`config.mk`:
```
export PLATFORM = sky130hd
export DESIGN_NAME = reg_file_param
export DESIGN_NICKNAME = d
export VERILOG_FILES = /design/src/rtl/reg_file_param.sv
export SDC_FILE = /design/constraint.sdc
export NUM_CORES = 2
export LEC_CHECK = 0
export ABC_CLOCK_PERIOD_IN_PS = 2310
export BUFFER_PORTS_ARGS = -buffer_cell sky130_fd_sc_hd__buf_2
export CAP_MARGIN = 20
export CORE_MARGIN = 2
export CORE_UTILIZATION = 40
export DETAILED_ROUTE_END_ITERATION = 6
export HOLD_SLACK_MARGIN = 0.08
export PLACE_DENSITY_LB_ADDON = 0.08
export SLEW_MARGIN = 0
export SYNTH_ARGS = -nofsm -noshare
export SYNTH_HDL_FRONTEND = slang
export SYNTH_SLANG_ARGS = --single-unit
```
`constraint.sdc`:
```
create_clock -name CLK -period 2.31 [get_ports CLK]
set_clock_uncertainty 0.15 [all_clocks]
set_input_delay 0.1155 -clock CLK [delete_from_list [all_inputs] [get_ports CLK]]
set_output_delay 0.1155 -clock CLK [all_outputs]
set_load 0.02 [all_outputs]
```
`src/rtl/reg_file_param.sv`:
```
`default_nettype none
// ============================================================================
// Module   : reg_file_param
// Purpose  : Parametrised register file, two registered read ports, one write
//            port, synchronised switch field and two debug taps.
//            Optional write-to-read forwarding: define REGFILE_BYPASS_EN.
// Revision : 1.0 - initial release
// ============================================================================
module reg_file_param #(
    parameter int WIDTH    = 32,
    parameter int AW       = 5,
    parameter int IN_IDX   = 1,
    parameter int IN_W     = 3,
    parameter int TAP0_IDX = 2,
    parameter int TAP1_IDX = 3,
    parameter int ZERO_R0  = 1
) (
    input  logic             CLK,
    input  logic             RST_N,
    input  logic             RegW,
    input  logic [AW-1:0]    DR,
    input  logic [WIDTH-1:0] Reg_In,
    input  logic             RdEn,
    input  logic [AW-1:0]    SR1,
    input  logic [AW-1:0]    SR2,
    input  logic [IN_W-1:0]  iSW,
    output logic [WIDTH-1:0] ReadReg1,
    output logic [WIDTH-1:0] ReadReg2,
    output logic [WIDTH-1:0] oTap0,
    output logic [WIDTH-1:0] oTap1
);

    localparam int          DEPTH     = 2 ** AW;
    localparam logic [AW-1:0] IN_ADDR = AW'(IN_IDX);

    logic [IN_W-1:0]  sync_s1;
    logic [IN_W-1:0]  sync_s2;
    logic [WIDTH-1:0] reg_q [DEPTH];
    logic [WIDTH-1:0] rd_val1;
    logic [WIDTH-1:0] rd_val2;

    always_ff @(posedge CLK or negedge RST_N) begin
        if (!RST_N) begin
            sync_s1 <= '0;
            sync_s2 <= '0;
        end else begin
            sync_s1 <= iSW;
            sync_s2 <= sync_s1;
        end
    end

    generate
        for (genvar i = 0; i < DEPTH; i++) begin : g_reg
            if ((ZERO_R0 != 0) && (i == 0)) begin : g_zero
                assign reg_q[i] = '0;
            end else if (i == IN_IDX) begin : g_in_port
                // Low field tracks the switches every edge; only the upper field is writable.
                logic [WIDTH-1:IN_W] hi_q;
                logic [IN_W-1:0]     lo_q;

                always_ff @(posedge CLK or negedge RST_N) begin
                    if (!RST_N) begin
                        hi_q <= '0;
                        lo_q <= '0;
                    end else begin
                        lo_q <= sync_s2;
                        if (RegW && (DR == AW'(i))) begin
                            hi_q <= Reg_In[WIDTH-1:IN_W];
                        end
                    end
                end

                assign reg_q[i] = {hi_q, lo_q};
            end else begin : g_plain
                logic [WIDTH-1:0] q;

                always_ff @(posedge CLK or negedge RST_N) begin
                    if (!RST_N) begin
                        q <= '0;
                    end else if (RegW && (DR == AW'(i))) begin
                        q <= Reg_In;
                    end
                end

                assign reg_q[i] = q;
            end
        end
    endgenerate

`ifdef REGFILE_BYPASS_EN
    logic             wr_live;
    logic [WIDTH-1:0] wr_data;

    always_comb begin
        wr_live = RegW && !((ZERO_R0 != 0) && (DR == '0));
        wr_data = (DR == IN_ADDR) ? {Reg_In[WIDTH-1:IN_W], sync_s2} : Reg_In;
    end

    always_comb begin
        rd_val1 = reg_q[SR1];
        rd_val2 = reg_q[SR2];
        if (wr_live && (SR1 == DR)) rd_val1 = wr_data;
        if (wr_live && (SR2 == DR)) rd_val2 = wr_data;
        if ((ZERO_R0 != 0) && (SR1 == '0)) rd_val1 = '0;
        if ((ZERO_R0 != 0) && (SR2 == '0)) rd_val2 = '0;
    end
`else
    always_comb begin
        rd_val1 = reg_q[SR1];
        rd_val2 = reg_q[SR2];
        if ((ZERO_R0 != 0) && (SR1 == '0)) rd_val1 = '0;
        if ((ZERO_R0 != 0) && (SR2 == '0)) rd_val2 = '0;
    end
`endif

    always_ff @(posedge CLK or negedge RST_N) begin
        if (!RST_N) begin
            ReadReg1 <= '0;
            ReadReg2 <= '0;
        end else if (RdEn) begin
            ReadReg1 <= rd_val1;
            ReadReg2 <= rd_val2;
        end
    end

    assign oTap0 = reg_q[TAP0_IDX];
    assign oTap1 = reg_q[TAP1_IDX];

endmodule
`default_nettype wire

```
Word level (Yosys, flattened, before mapping) --
Cells that the tools add are included.
Operators by class: equal/unequal tests 31, $lt $le $gt $ge 2, reductions and logical operators 33, bitwise operators 2, muxes and demuxes 8
Operators by type and width (number):
- binary-select mux 32 bit (select 5 bit) | 2
- two-way mux 32 bit | 6
- equality test 5 bit, second input constant | 16
- equality test 5 x 4 -> 1 bit, second input constant | 8
- logical AND 1 bit | 31
- equality test 5 x 3 -> 1 bit, second input constant | 4
- >= comparator 6 bit, second input constant | 2
- inverter 5 -> 6 bit | 2
- equality test 5 x 2 -> 1 bit, second input constant | 2
- logical NOT 5 bit | 2
- equality test 5 x 1 -> 1 bit, second input constant | 1
Word-level totals: output and inout bits 128, flip-flop bits (word level) 1062, input bits 54, logic and storage cells 112

Longest topological paths before layout --
depth in word-level cells 5, mapped depth 10, depth with buffers taken out 5

Worst setup path after synthesis --
Ideal clock, no wire load.
path type input-to-reg, from input port SR2[0], to register ReadReg2[0], required time 2.041 ns, arrival time 1.823 ns, stages on the path 7, slack 0.218 ns, path buffers 3, library setup time 0.119 ns, path through buf_4 -> buf_2 -> buf_2 -> mux4_2 -> mux4_2 -> nand3_1 -> nand2_1
Between the ends: longest elaborated chain between the ends 5, elaborated cells on any way between the ends 6, classes of those cells mux (4); bitwise (1); reduce/logical (1)
RTL lines:
- from (decl) | RTL line 25 | input logic [AW-1:0] SR2,
- inverter 5 -> 6 bit (implied by the code) | RTL line 110 | rd_val2 = reg_q[SR2];
- binary-select mux 32 bit (select 5 bit) | RTL line 110
- two-way mux 32 bit (implied by the code) (2 in a row) | RTL line 110
- two-way mux 32 bit * | RTL line 112 | if ((ZERO_R0 != 0) && (SR2 == '0)) rd_val2 = '0;
- to (signal assigned) | RTL line 122 | ReadReg2 <= rd_val2;
- to (decl) | RTL line 28 | output logic [WIDTH-1:0] ReadReg2,
Every way passes the cells marked *; elsewhere a longest branch is shown, timed or not. The select of a mux whose other input is x is not followed. A chain may end at the register's enable or synchronous reset.

Worst setup path in the final report --
from input port RegW, to register g_reg[10].g_plain.q[26]
Between the ends: longest elaborated chain between the ends 1
RTL lines:
- from (decl) | RTL line 20 | input logic RegW,
- logical AND 1 bit | RTL line 80 | end else if (RegW && (DR == AW'(i))) begin
- to (signal assigned) | RTL line 81 | q <= Reg_In;
- to (decl) | RTL line 75 | logic [WIDTH-1:0] q;
Every way passes these cells.

==> flow_summary_export.csv <==
group,metric,value,unit
min_path,hp-start,"SR1[1]",
clock_network,htreeDepth,3,
global_route,globalRouteOverflowTotal,0,
route,wl_per_cell,33.3,um
global_route,grt_usage,0.280,
timing,setup_viol,0,
final_layout,nNetsFinal,4094,
critical_path,cp-end-kind,"register",
power_and_ir_drop,leakage,29.0,nW
run_status,status,"finished clean",
timing,report.final.slew_viol_count,0,
critical_path,path_class,"input port to register",
critical_path,crit_family,"buffers and inverters",
global_route,grt_use_met3,0.0501,
synthesis,syn-instance-count,3679,
power_and_ir_drop,clkPwrFrac,0.351,
global_route,grt.busiest_layer,"met1",
timing,fin_crit,2.23,ns
power_and_ir_drop,p_sw,16.6,mW
final_layout,fillers,11722,
final_layout,final_common_cell,"dfrtp_1",
clock_network,clockRootBuffer,"clkbuf_16",
place,portBuffers,181,
timing,hold_violations,0,
route,wl,198000,um
clock_network,cts.path.max_buffers,3,
place,gp_congestion,0.873,
route,drc,0,
power_and_ir_drop,pwr-share-seq,0.430,
timing,max-slew-margin-rel,0.250,
timing,finalCritPeriodShare,0.967,
power_and_ir_drop,combinationalPowerShare,0.219,
power_and_ir_drop,switching_share,0.282,
critical_path,r2r-start,"oTap1[2]",
final_layout,area_delta_synth_final,19.5,%
critical_path,critPathLaunchType,"input port",
final_layout,drive_above_1_share,0.570,
synthesis,synth_flop_cell,"dfrtp_1",
global_route,antenna_found_initial,12,
die,rows,136,
die,chipHeight,377,um
critical_path,cp.required,2.77,ns
synthesis,syn_nets,3733,
critical_path,critPathMaxFanout,15,
route,dr.pass1.iters,5,
synthesis,synth_edf_count,0,
synthesis,yosys_warnings,0,
timing,rsz0062_at_grt,"false",
die,die_x,377,um
synthesis,syn_area,55700,um2
critical_path,crit_path_frequent_cell,"dlygate4sd3_1",
die,coreArea,138000,um2
power_and_ir_drop,ir_drop,646,uV
clock_network,clk_pin_slew,0.06,ns
power_and_ir_drop,intPower,42.1,mW
global_route,grt_pass1_wl,287000,um
synthesis,synth-async-reset-ratio,1.00,
synthesis,yosysSeqAreaShare,0.477,
synthesis,synth_seq_cells,1062,
critical_path,crit_start,"RegW",
timing,worst_hold_slack,0.164,ns
die,start_util,0.404,
synthesis,avgSynthCellArea,15.1,um2
place,hpwlAfterDp,130000,um
clock_network,cts_setup_buffers,0,
timing,worst_slew_pin_slew,1.10,ns
min_path,hp-class,"input port to register",
critical_path,worstPathCellList,"dlygate4sd3_1 -> buf_2 -> nand2_1 -> nor3_1 -> dlygate4sd3_1 -> nand2_2 -> buf_12 -> mux2_2",
clock_network,clk_latency,0.75,ns
clock_network,cts_sinks,1062,
global_route,use_met2,0.419,
global_route,grt_pass1_vias,38636,
route,drt_iter0_drc,3588,
power_and_ir_drop,power.total,58.7,mW
global_route,grt_max_degree,92,
critical_path,crit_buf_inv,4,
route,vias,37176,
final_layout,final_cell_mix,"1062 x dfrtp_1, 1046 x mux2_2, 471 x mux4_2",
critical_path,max_stage_delay,0.63,ns
synthesis,ys_types,53,
route,avgViaCountPerCell,6.26,
final_layout,finalInstanceArea,66600,um2
critical_path,cp_data_arrival_time,2.69,ns
flow_run,cap_viol_max_count,0,
place,place_area,61700,um2
clock_network,cts_tree,"done",
critical_path,cpMaxStageDelayCell,"dlygate4sd3_1",
global_route,met1_usage,0.420,
die,ios,182,
route,ant_nets,0,
die,die_area,142000,um2
power_and_ir_drop,power_density,882,nW/um2
clock_network,cts_made_buffers,120,
timing,max_freq,448,MHz
-- worst paths after layout --
check / end / slack [ns] / depth (start not counted)
max: g_reg[10].g_plain.q[26] / 0.08 / 8
min: ReadReg1[16] / 0.16 / 6
max reg2reg: ReadReg1[2] / 0.08 / 5
min reg2reg: sync_s2[1] / 0.21 / 0
max in group asynchronous: g_reg[29].g_plain.q[9] / 0.72 / 5
min in group asynchronous: ReadReg2[13] / 0.59 / 4
-- per-layer routing --
layer / wire length, um / vias to the layer above / share of wire
li1: - / 15056 / -
met1: 90100 / 20292 / 0.46
met2: 87800 / 1537 / 0.44
met3: 15000 / 287 / 0.076
met4: 4700 / 4 / 0.024
met5: 23 / - / 0.00012
-- through the flow --
step	TNS, ns	std cells	worst slack, ns	utilization
2_1_floorplan	0	3679	0.218	-
3_3_place_gp	-13.31	5655	-0.840	0.448
3_5_place_dp	-13.67	5655	-0.626	0.448
4_1_cts	0	5932	0.0254	0.483
5_1_grt	0	5934	0.0172	0.483
6_report	0	5935	0.0764	0.483
-- registers in the layout, indices dropped and copies added (netlist names) --
name              flops
sync_s1               3
sync_s2               3
oTap1                32
g.g_in_port.lo_q      3
ReadReg1             32
oTap0                32
ReadReg2             32
g.g_in_port.hi_q     29
g.g_plain.q         896
-- power by group through the flow --
| stage | combinational, mW | clock [mW] | sequential, mW |
|---|---|---|---|
| CTS | 12.9 | 21.0 | 25.2 |
| finish | 12.9 | 20.6 | 25.2 |
| global route | 13.7 | 21.7 | 25.7 |
| global placement | 12.4 | 0 | 25.3 |
| detailed placement | 12.8 | 0 | 25.5 |
| floorplan | 8.26 | 0 | 24.9 |
-- worst min-delay path, stage by stage --
cell	delay, ns
buf_8	0.13
buf_12	0.18
mux2_2	0.28
nor4_1	0.05
a21oi_1	0.12
nand3_1	0.09
-- cells by family (layout without fill, tap and decap cells) --
logic type | Yosys count | count (layout) | synth area share
other | 0 | 3 | 0
multiplexers | 1642 | 1642 | 0.425
flip-flops | 1062 | 1062 | 0.477
buffers and inverters | 405 | 864 | 0.0331
AO/OA/AOI/OAI | 288 | 288 | 0.0398
AND/OR/NAND/NOR | 282 | 282 | 0.0254
-- final cells by class --
cell class,count,area [um2],area share
clock inverters,41,607,0.00911
repair buffers,637,5910,0.0888
inverters,7,26.3,0.000395
well taps,1794,2240,0.0337
multi-input cells,2212,27500,0.414
diodes,3,7.51,0.000113
clock buffers,179,3660,0.0550
flip-flops and latches,1062,26600,0.399
-- cells in the mapped netlist, types with 3 or more instances --
cell type,number,area [um2]
a2111oi_0,32,280
a211oi_1,5,37.5
a21boi_0,3,22.5
a21oi_1,50,250
a221o_1,14,140
a221oi_1,43,377
a221oi_2,13,195
a22o_1,7,61.3
a22oi_1,30,225
and2_1,14,87.6
buf_1,58,218
buf_2,66,330
buf_4,30,225
buf_6,14,158
clkbuf_1,228,856
dfrtp_1,1062,26600
inv_1,6,22.5
mux2_1,33,372
mux2_2,1046,11800
mux2i_1,92,921
mux4_2,471,10600
nand2_1,50,188
nand2b_1,7,43.8
nand3_1,52,260
nand4b_1,3,26.3
nor2_1,64,240
nor2b_1,22,138
nor3_1,24,120
nor3b_1,17,128
nor4_1,15,93.8
o211ai_1,4,30.0
o21a_1,6,45.0
o21ai_0,37,185
o311ai_0,3,26.3
o31ai_1,6,45.0
o32ai_1,14,123
o41ai_1,13,114
or3_1,6,37.5
-- what timing repair did --
action	in CTS	in global routing
resized for setup	2	5
endpoints found under the setup margin	2	5
hold buffers	57	0
endpoints found under the hold margin	2093	0
Power figures use the tool's default switching activity.
